<file path="src/rtl/arb_pkg.sv">
// rtl/arb_pkg.sv - shared types for the arbiter and its transfer controller
// Holds the requestor count, the encoded grant type and the transfer FSM states.
package arb_pkg;

  localparam int NUM_REQ = 4;

  typedef logic [1:0] gnt_t;

  typedef enum logic [1:0] {
    IDLE    = 2'd0,
    XFER    = 2'd1,
    RELEASE = 2'd2
  } xfer_state_e;

endpackage

</file>
<file path="src/rtl/arb_out_stage.sv">
// rtl/arb_out_stage.sv - one-entry registered output slice with valid/ready
// Ports:
//   arb_clk, arb_rst_n    clock, asynchronous active-low reset
//   load                  capture in_* this edge; only asserted when the slot is free or draining
//   in_data/in_src/in_last  beat presented by the controller
//   out_ready             downstream accepts the held beat
//   out_valid/out_data/out_src/out_last  registered beat
module arb_out_stage
  import arb_pkg::*;
#(
  parameter int DATA_W = 8
) (
  input  logic              arb_clk,
  input  logic              arb_rst_n,
  input  logic              load,
  input  logic [DATA_W-1:0] in_data,
  input  gnt_t              in_src,
  input  logic              in_last,
  input  logic              out_ready,
  output logic              out_valid,
  output logic [DATA_W-1:0] out_data,
  output gnt_t              out_src,
  output logic              out_last
);

  logic              valid_q, valid_d;
  logic [DATA_W-1:0] data_q, data_d;
  gnt_t              src_q, src_d;
  logic              last_q, last_d;

  // Payload only moves on load, so it stays frozen while the beat waits for ready.
  always_comb begin
    valid_d = valid_q;
    data_d  = data_q;
    src_d   = src_q;
    last_d  = last_q;
    if (load) begin
      valid_d = 1'b1;
      data_d  = in_data;
      src_d   = in_src;
      last_d  = in_last;
    end else if (out_ready) begin
      valid_d = 1'b0;
    end
  end

  always_ff @(posedge arb_clk or negedge arb_rst_n) begin
    if (!arb_rst_n) begin
      valid_q <= 1'b0;
      data_q  <= '0;
      src_q   <= '0;
      last_q  <= 1'b0;
    end else begin
      valid_q <= valid_d;
      data_q  <= data_d;
      src_q   <= src_d;
      last_q  <= last_d;
    end
  end

  assign out_valid = valid_q;
  assign out_data  = data_q;
  assign out_src   = src_q;
  assign out_last  = last_q;

endmodule

</file>
<file path="src/rtl/arb_xfer_ctrl.sv">
// rtl/arb_xfer_ctrl.sv - locks onto the arbiter grant and streams the owner's burst out
// Ports:
//   arb_clk, arb_rst_n   clock, asynchronous active-low reset
//   arb_req/arb_gnt      per-requestor request and encoded grant from the arbiter
//   req_data/req_last    flattened per-requestor beat payload and final-beat flags
//   req_ack              one-hot, combinational: owner's beat consumed this cycle
//   out_valid/out_data/out_src/out_last/out_ready  registered output handshake
//   busy                 controller owns a burst (XFER or RELEASE)
module arb_xfer_ctrl
  import arb_pkg::*;
#(
  parameter int DATA_W    = 8,
  parameter int MAX_BEATS = 16
) (
  input  logic                      arb_clk,
  input  logic                      arb_rst_n,
  input  logic [NUM_REQ-1:0]        arb_req,
  input  gnt_t                      arb_gnt,
  input  logic [NUM_REQ*DATA_W-1:0] req_data,
  input  logic [NUM_REQ-1:0]        req_last,
  output logic [NUM_REQ-1:0]        req_ack,
  output logic                      out_valid,
  output logic [DATA_W-1:0]         out_data,
  output gnt_t                      out_src,
  output logic                      out_last,
  input  logic                      out_ready,
  output logic                      busy
);

  localparam int CNT_W = $clog2(MAX_BEATS + 1);
  localparam logic [CNT_W-1:0] LAST_CNT = CNT_W'(MAX_BEATS - 1);

  xfer_state_e       state_q, state_d;
  gnt_t              owner_q, owner_d;
  logic [CNT_W-1:0]  beat_cnt_q, beat_cnt_d;
  logic              last_loaded_q, last_loaded_d;

  logic              load;
  logic              ld_last;
  logic [DATA_W-1:0] ld_data;

  assign ld_data = req_data[int'(owner_q) * DATA_W +: DATA_W];

  always_comb begin
    state_d       = state_q;
    owner_d       = owner_q;
    beat_cnt_d    = beat_cnt_q;
    last_loaded_d = last_loaded_q;
    load          = 1'b0;
    req_ack       = '0;
    // A beat is final if the requestor says so or the burst hit its length cap.
    ld_last       = req_last[owner_q] | (beat_cnt_q == LAST_CNT);

    case (state_q)
      IDLE: begin
        // Grant 00 is only meaningful when requestor 0 is actually asking.
        if (arb_req[arb_gnt]) begin
          owner_d       = arb_gnt;
          beat_cnt_d    = '0;
          last_loaded_d = 1'b0;
          state_d       = XFER;
        end
      end
      XFER: begin
        // arb_gnt is deliberately not looked at here: ownership is fixed until release.
        load = arb_req[owner_q] & ~last_loaded_q & (~out_valid | out_ready);
        if (load) begin
          req_ack[owner_q] = 1'b1;
          beat_cnt_d       = beat_cnt_q + CNT_W'(1);
          last_loaded_d    = ld_last;
        end
        if (out_valid & out_ready & out_last) begin
          state_d = RELEASE;
        end
      end
      RELEASE: begin
        // One dead cycle lets the arbiter re-evaluate before the next grant is sampled.
        state_d = IDLE;
      end
      default: begin
        state_d = IDLE;
      end
    endcase
  end

  always_ff @(posedge arb_clk or negedge arb_rst_n) begin
    if (!arb_rst_n) begin
      state_q       <= IDLE;
      owner_q       <= '0;
      beat_cnt_q    <= '0;
      last_loaded_q <= 1'b0;
    end else begin
      state_q       <= state_d;
      owner_q       <= owner_d;
      beat_cnt_q    <= beat_cnt_d;
      last_loaded_q <= last_loaded_d;
    end
  end

  assign busy = (state_q != IDLE);

  arb_out_stage #(
    .DATA_W(DATA_W)
  ) u_out_stage (
    .arb_clk   (arb_clk),
    .arb_rst_n (arb_rst_n),
    .load      (load),
    .in_data   (ld_data),
    .in_src    (owner_q),
    .in_last   (ld_last),
    .out_ready (out_ready),
    .out_valid (out_valid),
    .out_data  (out_data),
    .out_src   (out_src),
    .out_last  (out_last)
  );

endmodule

</file>
<file path="config.mk">
export PLATFORM = sky130hd
export DESIGN_NAME = arb_xfer_ctrl
export DESIGN_NICKNAME = d
export VERILOG_FILES = /design/src/rtl/arb_pkg.sv /design/src/rtl/arb_out_stage.sv /design/src/rtl/arb_xfer_ctrl.sv
export SDC_FILE = /design/constraint.sdc
export NUM_CORES = 1
export LEC_CHECK = 0
export ABC_AREA = 1
export BUFFER_PORTS_ARGS = -buffer_cell sky130_fd_sc_hd__clkbuf_2
export CORE_MARGIN = 3
export CORE_UTILIZATION = 40
export CTS_CLUSTER_DIAMETER = 40
export CTS_CLUSTER_SIZE = 24
export DETAILED_ROUTE_END_ITERATION = 10
export PLACE_DENSITY = 0.7
export REMOVE_ABC_BUFFERS = 1
export SYNTH_ARGS = -nofsm -noshare
export SYNTH_HDL_FRONTEND = slang
export SYNTH_SLANG_ARGS = --single-unit
export TNS_END_PERCENT = 100
</file>
<file path="constraint.sdc">
create_clock -name arb_clk -period 3.3 [get_ports arb_clk]
set_input_delay 0.66 -clock arb_clk [delete_from_list [all_inputs] [get_ports arb_clk]]
set_output_delay 0.66 -clock arb_clk [all_outputs]
set_load 0.03 [all_outputs]
</file>
# After elaboration in Yosys (flattened, before gate mapping)

Cells that the tools add are included.

Bits in registers: 22
Latch bits: 0
Memory bits (writable): 0
Memory bits (read-only): 0
Input bits: 45
Word-level logic and storage cells: 56
Memories: 0

$add $sub $neg: 1
Multipliers: 0
Divide/modulo/power cells: 0
Magnitude comparators: 3
Equality and inequality tests: 5
Shift operators: 1
Multiplexer cells: 22
Bitwise operators: 8
Reductions and logical operators: 8

Operator list:

| cell                                                               | number |
|---|---|
| indexed part select 32 x 6 -> 8 bit                                | 1 |
| two-way mux 5 bit                                                  | 2 |
| one-hot mux 5 bit (2 select lines)                                 | 1 |
| two-way mux 1 bit                                                  | 9 |
| two-way mux 4 bit                                                  | 2 |
| binary-select mux 1 bit (select 2 bit)                             | 3 |
| less-than comparator 2 x 3 -> 1 bit (second input constant)        | 2 |
| inequality test 2 bit (second input constant)                      | 3 |
| nonzero test 2 bit                                                 | 3 |
| adder 5 x 1 -> 5 bit (second input constant)                       | 1 |
| equality test 5 x 4 -> 1 bit (second input constant)               | 1 |
| bitwise AND 1 bit                                                  | 4 |
| two-way mux 2 bit                                                  | 2 |
| one-hot mux 2 bit (2 select lines)                                 | 1 |
| AND reduction 2 bit                                                | 2 |
| AND reduction 3 bit                                                | 1 |
| demux 1 bit (select 2 bit)                                         | 1 |
| equality test 2 x 1 -> 1 bit (second input constant)               | 1 |
| greater-or-equal comparator 2 x 1 -> 1 bit (second input constant) | 1 |
| zero test 2 bit                                                    | 1 |
| inverter 1 bit                                                     | 2 |
| bitwise OR 1 bit                                                   | 2 |
| one-hot mux 1 bit (2 select lines)                                 | 1 |
| logical AND 1 bit                                                  | 1 |

# Logic depth before layout (Yosys ltp)

Gate-level depths: netlist of run 1.

Word-level depth: 6
Depth in mapped cells: 11

# Modules after synthesis

Synthesis of run 1 repeated with hierarchy kept, for this count alone.

Cells, all modules: 194
Area total of the unflattened synthesis: 1372.6 um2

By module, submodules not included:

| module        | times used | cells an instance | area an instance (um2) | sequential area each (um2) |
|---|---|---|---|---|
| arb_xfer_ctrl | 1          | 143               | 914.6                  | 250.2 |
| arb_out_stage | 1          | 51                | 457.9                  | 300.3 |

# Worst setup path before layout of run 1

Ideal clock, no wire load.

Path type: in2out
Start: input arb_req[3]
End: output req_ack[0]
Data arrival time: 1473 ps
Data required time: 2640 ps
Setup slack: 1167 ps
Cell stages on the path: 7
Buffers on the path: 1
Cell sequence: nand2_1 nand2_1 nand2_1 nand2_2 nand2_4 buf_6 nor3_2

Cells in the longest elaborated chain, start to end: 6

Ends and longest elaborated chain:

| what                                    | line                | source |
|---|---|---|
| start: declaration                      | arb_xfer_ctrl.sv:17 | `input logic [NUM_REQ-1:0] arb_req,` |
| binary-select mux 1 bit (select 2 bit)  | arb_xfer_ctrl.sv:66 | `load = arb_req[owner_q] & ~last_loaded_q & (~out_valid \| out_ready);` |
| two-way mux 1 bit (not written as such) | arb_xfer_ctrl.sv:66 |  |
| bitwise AND 1 bit (2 in a row)          | arb_xfer_ctrl.sv:66 |  |
| two-way mux 4 bit                       | arb_xfer_ctrl.sv:67 | `if (load) begin` |
| two-way mux 4 bit                       | arb_xfer_ctrl.sv:54 | `case (state_q)` |
| end: declaration                        | arb_xfer_ctrl.sv:21 | `output logic [NUM_REQ-1:0] req_ack,` |

No other way between the ends. The select of a mux whose other input is x is not followed.

# Final worst setup path of run 1

Start: register state_q[1]
End: output req_ack[2]

Cells in the longest elaborated chain, start to end: 2

Ends and longest elaborated chain:

| what                         | line                | source |
|---|---|---|
| start: declaration           | arb_xfer_ctrl.sv:33 | `xfer_state_e state_q, state_d;` |
| start signal: assignment     | arb_xfer_ctrl.sv:93 | `state_q <= state_d;` |
| equality test 2 x 1 -> 1 bit | arb_xfer_ctrl.sv:54 |  |
| two-way mux 4 bit            | arb_xfer_ctrl.sv:54 |  |

No other way between the ends.

==> results of run 1 <==
==> report_power, final <==
| group | internal [mW] | switching [mW] |
|---|---|---|
| combinational | 0.284 | 0.642 |
| sequential | 0.379 | 0.0794 |
| clock | 0.0674 | 0.0845 |
==> path summary, 6_finish.rpt <==
path | endpoint | slack [ps] | cells past startpoint
worst min register to register | u_out_stage.out_data[6] | 500 | 2
worst max-delay path | req_ack[2] | 850 | 6
worst min-delay path | u_out_stage.out_data[1] | 300 | 1
worst max register to register | beat_cnt_q[1] | 1750 | 9
min in group arb_clk | u_out_stage.out_data[6] | 500 | 2
max in group asynchronous | state_q[1] | 2630 | 1
==> flip-flops by register name, summed over array words and instances, names as in the netlist <==
register / flops
u_out_stage.out_last: 1
u_out_stage.out_src: 2
u_out_stage.out_valid: 1
beat_cnt_q: 5
owner_q: 2
state_q: 2
last_loaded_q: 1
u_out_stage.out_data: 8
==> cell usage after synthesis <==
| cell | n | share of area |
|---|---|---|
| inv_6 | 2 | 0.013 |
| nor3_4 | 1 | 0.012 |
| dfrtp_1 | 22 | 0.40 |
| inv_1 | 12 | 0.033 |
| nor3b_1 | 1 | 0.0055 |
| o21ai_1 | 7 | 0.025 |
| inv_2 | 1 | 0.0027 |
| o21ai_0 | 3 | 0.011 |
| nand4_1 | 4 | 0.018 |
| a21oi_1 | 6 | 0.022 |
| nand3_1 | 34 | 0.12 |
| nand2_2 | 4 | 0.018 |
| nor2_1 | 9 | 0.025 |
| buf_6 | 4 | 0.033 |
| buf_2 | 5 | 0.018 |
| nor3_2 | 4 | 0.029 |
| xor2_1 | 1 | 0.0064 |
| ha_1 | 2 | 0.018 |
| nand2_4 | 2 | 0.016 |
| nor2_2 | 1 | 0.0045 |
| nand2_1 | 58 | 0.16 |
| nor2_4 | 1 | 0.0082 |
==> layout make-up <==
class	instances	area [sq um]
timing repair buffer	63	320.3
sequential	22	550.5
fill	329	1460
inverter	15	66.31
clock buffer	4	36.28
tap	44	55.05
multi-input combinational	138	689.4
==> worst reg2reg max path, delay by kind of cell, from the launching register on <==
family	cells	cell delay [ps]
buffers and inverters	1	60
DFF	1	480
and+or+nand+nor	8	920
==> kinds of logic (layout without fill, tap and decap cells) <==
logic type	Yosys count	in the layout	synth area share
buf+inv	24	82	0.09908
flops	22	22	0.4000
xor+xnor	1	1	0.006365
fa+ha+maj	2	2	0.01818
compound gates	16	16	0.05818
simple gates	119	119	0.4182
==> metal layers <==
layer  vias up  GRT usage  wire [microns]
met2        47     0.2796            1520
met5         -          0               0
li1        717          -               -
met1       606     0.2339            1541
met3         2    0.04506             224
met4         0    0.02375              13
==> impl_metrics.py, run 1 <==
metrics = {
    "final_layout": {
        "layout.nets": 290,
        "drive_above_1_share": 0.3430,
        "layout.cells.non_filler": 286,
        "synthToLayoutAreaGrowth_pct": 24.82,
        "final_common_cell": "clkbuf_2",
        "final_cell_mix": "61 x clkbuf_2, 58 x nand2_1, 34 x nand3_1, 22 x dfrtp_1, 12 x inv_1",
        "post-route-util": 0.5406,
        "design_area_sq_um": 1718,
        "antennaDiodeCount": 0,
    },
    "clock_network": {
        "cts-root-buf": "clkbuf_4",
        "cts_hold_buf": 0,
        "cts.htree.levels": 1,
        "post_cts_buffers": 0,
        "cts_tree": "done",
        "cts_buffers": 3,
        "clock-sinks": 22,
        "clock_latency_ps": 310,
        "path_clk_slew_ps": 130,
        "cts_buffer_depth": 2,
        "cts_resized": 0,
    },
    "place": {
        "placed_area_sq_um": 1682,
        "dp_slack_ps": 968.9,
        "dp_hpwl_mm": 2.505,
        "io_buffer_count": 61,
        "placedCellCount": 282,
        "globalplace.congestion": 0.7705,
    },
    "floorplanning": {
        "core_sq_um": 3178,
        "ioPinCount": 62,
        "initial_core_util": 0.4331,
        "chipWidth_microns": 64.66,
        "num_rows": 20,
        "dieArea_sq_um": 4181,
        "dieHeight_microns": 64.66,
    },
    "detailed_routing": {
        "vias": 1372,
        "routed_wl_mm": 3.301,
        "first_pass_iters": 4,
        "drcViolationCount": 0,
        "vias_per_cell": 4.797,
        "wl_per_cell_microns": 11.54,
        "ant_nets": 0,
        "initialDrtViolationCount": 48,
    },
    "critical_path": {
        "worstPathArrival_ps": 1790,
        "crit_buf_inv": 2,
        "slowest_stage": "dfrtp_1",
        "cp_max_fo": 31,
        "crit_start": "state_q[1]",
        "r2r_start": "owner_q[0]",
        "slowest_delay_ps": 400,
        "path_delay_family": "simple AND/OR/NAND/NOR gates",
        "critPathLaunchType": "register",
        "crit_chain": "inv_1 > nand2_2 > nor3_4 > nand2_4 > nor3_2 > clkbuf_2",
        "path_class": "register to output pin",
        "cp-end-kind": "output pin",
        "required_ps": 2640,
    },
    "run_status": {
        "status": "complete, no violations",
    },
    "logic_synthesis": {
        "avgSynthCellArea_sq_um": 7.480,
        "ys_warn_count": 0,
        "syn_area_sq_um": 1376,
        "ys_ff_latch": 22,
        "yosysSeqAreaShare": 0.4000,
        "netlist-cell-type-count": 22,
        "syn_inst": 184,
    },
    "timing": {
        "timing.final.ws_setup_ps": 854.7,
        "fin_crit_ps": 2445,
        "slew_headroom": 0.6330,
        "clock_skew_ps": 8.768,
        "tightest_slew_ps": 550.4,
        "period_share": 0.7410,
        "tns_ps": 0,
        "whs_ps": 303.3,
        "hold_viol_final": 0,
        "slew_viol_final": 0,
        "fmax_ghz": 0.4090,
        "setup_viol": 0,
        "rsz0062_at_grt": "false",
    },
    "min_path": {
        "hold_path_class": "input port to async pin",
    },
    "power_and_ir_drop": {
        "power.total_mw": 1.537,
        "vdd_ir_drop_max_v": 0.0005069,
        "p_per_area_nw_per_um2": 894.4,
        "power_leakage_nw": 0.9577,
    },
    "global_routing": {
        "grtUsageTotal": 0.1714,
        "grt_overflow": 0,
        "grt_pass1_vias": 1272,
        "grt_first_pass_wirelength_mm": 5.699,
        "grt_max_degree": 32,
        "antenna_found_initial": 0,
    },
    "job": {
        "drv_cap": 0,
    },
}
(Power assumes the default switching activity.)
==> run 2: changes to the inputs <==
- ABC_AREA: 1 -> 0
- PLACE_DENSITY: 0.7 -> 0.71
- clock period: 3.3 -> 2.3 ns (I/O delays scaled with it)
==> run 2 against run 1 <==
- area after synthesis decreased by 8.6%
- wire length decreased by 12%
- sequential share of layout area increased by 0.67 points
- flip-flop and latch count unchanged
- first-iteration DRC count decreased by 79%
- setup slack got worse by 790 ps
- combinational power increased by 39%
- register-to-register slack got worse by 1300 ps
- clock skew decreased by 6.3 ps
- largest power group unchanged
- via count decreased by 24%
- count of clock-buffer cells in the layout unchanged
==> impl_metrics.py, run 2 <==
metrics = {
    "run_status": {
        "status": "complete, no violations",
    },
    "global_routing": {
        "globalRoute.busiestLayer": "met2",
        "antenna_found_initial": 0,
        "grt_util_met3": 0.03926,
        "grt_first_pass_wirelength_mm": 4.629,
        "use_met2": 0.2663,
        "use_met1": 0.2159,
        "grtUsageTotal": 0.1659,
        "grt_max_degree": 23,
        "grt_pass1_vias": 1015,
        "grt_overflow": 0,
    },
    "final_layout": {
        "largest_reg_flops": 8,
        "design_area_sq_um": 1683,
        "drive_above_1_share": 0.6196,
        "antennaDiodeCount": 0,
        "regArea_sq_um": 550.5,
        "post-route-util": 0.5850,
        "fill_cells": 240,
        "synthToLayoutAreaGrowth_pct": 33.83,
        "final_common_cell": "clkbuf_2",
        "final_cell_mix": "59 x clkbuf_2, 22 x dfrtp_1, 10 x mux4_2, 9 x buf_4, 8 x mux2_2",
        "layout.nets": 211,
        "multi_input_area_sq_um": 651.9,
    },
    "clock_network": {
        "cts_buffers": 3,
        "cts_buffer_depth": 2,
        "cts-root-buf": "clkbuf_4",
        "clock-sinks": 22,
        "clock_latency_ps": 300,
        "path_clk_slew_ps": 120,
        "cts_tree": "done",
        "cts.htree.levels": 1,
    },
    "detailed_routing": {
        "ant_nets": 0,
        "initialDrtViolationCount": 10,
        "vias": 1044,
        "wl_per_cell_microns": 14.22,
        "routed_wl_mm": 2.915,
        "vias_per_cell": 5.093,
        "first_pass_iters": 4,
        "drcViolationCount": 0,
    },
    "timing": {
        "fmax_ghz": 0.4469,
        "fin_crit_ps": 2238,
        "clock_skew_ps": 2.467,
        "tightest_slew_ps": 549.2,
        "hold_viol_final": 0,
        "whs_ps": 118.4,
        "slew_headroom": 0.6338,
        "slew_viol_final": 0,
        "setup_viol": 0,
        "period_share": 0.9729,
        "tns_ps": 0,
        "rsz0062_at_grt": "true",
    },
    "critical_path": {
        "cp_max_fo": 7,
        "required_ps": 1840,
        "slowest_stage": "dfrtp_1",
        "path_delay_family": "simple AND/OR/NAND/NOR gates",
        "crit_start": "owner_q[0]",
        "slowest_delay_ps": 420,
        "worstPathArrival_ps": 1780,
        "path_class": "register to output pin",
        "crit_chain": "mux4_2 > nand4b_4 > or2_4 > nor2_2 > clkbuf_8",
        "r2r_start": "owner_q[0]",
        "crit_buf_inv": 1,
        "cp-end-kind": "output pin",
        "critPathLaunchType": "register",
    },
    "logic_synthesis": {
        "synth_edf_count": 0,
        "syn_area_sq_um": 1257,
        "async_reset_ff_frac": 1.000,
        "avgSynthCellArea_sq_um": 13.24,
        "synthXorXnorAreaFrac": 0,
        "syn_inst": 95,
        "synth_area_leader_cell": "dfrtp_1",
        "ys_top_cells_by_area": "dfrtp_1 44%, mux4_2 18%, mux2_2 7.2%",
        "synth_top_cell_area_share": 0.4378,
        "synth_compound_area_frac": 0.06667,
        "yosysMostFrequentCell": "dfrtp_1",
        "muxShareOfSynthArea": 0.2866,
        "ys_ff_latch": 22,
        "ys_warn_count": 0,
        "synth_top_family_by_area": "multiplexers",
        "netlist-cell-type-count": 28,
        "synth_top_cells_by_count": "22 x dfrtp_1, 10 x mux4_2, 8 x mux2_2",
        "synth_ff_type": "dfrtp_1",
        "synth_fa_ha_area_frac": 0.01990,
        "yosysSeqAreaShare": 0.4378,
        "synth-simple-area-share": 0.1393,
    },
    "power_and_ir_drop": {
        "p_per_area_nw_per_um2": 1297,
        "vdd_ir_drop_max_v": 0.0007164,
        "power.total_mw": 2.183,
        "power_leakage_nw": 0.8623,
    },
    "floorplanning": {
        "num_rows": 19,
        "initial_core_util": 0.4371,
        "dieArea_sq_um": 3853,
        "ioPinCount": 62,
        "dieHeight_microns": 62.07,
        "core_sq_um": 2877,
        "chipWidth_microns": 62.07,
    },
    "place": {
        "dp_hpwl_mm": 2.329,
        "globalplace.congestion": 0.7207,
        "io_buffer_count": 61,
        "placed_area_sq_um": 1605,
    },
    "min_path": {
        "hold_path_class": "input port to async pin",
    },
    "job": {
        "drv_cap": 0,
    },
}
## run 2: per-layer routing
metal | wire, microns | vias up | part of all wire
li1 | - | 489 | -
met1 | 1162 | 500 | 0.40
met2 | 1468 | 53 | 0.50
met3 | 259 | 2 | 0.089
met4 | 24 | 0 | 0.0082
met5 | 0 | - | 0
## run 2: final cells by class
cell class                      instances  area share
Multi-Input combinational cell         64      0.3874
Timing Repair Buffer                   69      0.2238
Sequential cell                        22      0.3271
Inverter                                4    0.008922
Tap cell                               42     0.03123
Clock buffer                            4     0.02156
## run 2: cell families (layout without fill, tap and decap cells)
kind of cell             after synthesis  in the layout
buffers and inverters                  9             77
adder cells (fa/ha/maj)                2              2
AND/OR/NAND/NOR                       30             30
multiplexers                          21             21
flip-flops                            22             22
AO/OA/AOI/OAI                         11             11
## run 2: power by group
group	leakage (nW)	total [mW]	internal, mW	switching [mW]
clock	0.0210	0.211	0.0965	0.114
sequential	0.269	0.679	0.562	0.117
combinational	0.572	1.29	0.607	0.687
total	0.862	2.18	1.27	0.918
## run 2: what timing repair did
action	4_1_cts	5_1_grt
gates resized for setup	5	2
buffers inserted	0	3
hold buffers	0	0
setup endpoints to repair	2	2
pin swaps	0	0
## run 2: worst paths after layout
check | end | slack [ps] | cells after the start
setup / recovery | req_ack[2] | 60 | 5
hold / removal | beat_cnt_q[2] | 120 | 1
setup reg to reg | u_out_stage.out_data[7] | 440 | 5
hold reg to reg | u_out_stage.out_src[0] | 500 | 2
max in group asynchronous | owner_q[1] | 1820 | 1
min in group arb_clk | owner_q[1] | 430 | 2
## run 2: per-stage QoR
stage | std cells | worst slack [ps]
4_1_cts | 202 | 26.77
5_1_grt | 205 | -20.28
6_report | 205 | 62.35
3_5_place_dp | 198 | 232.1
3_3_place_gp | 198 | 263.1
2_1_floorplan | 90 | -315.4
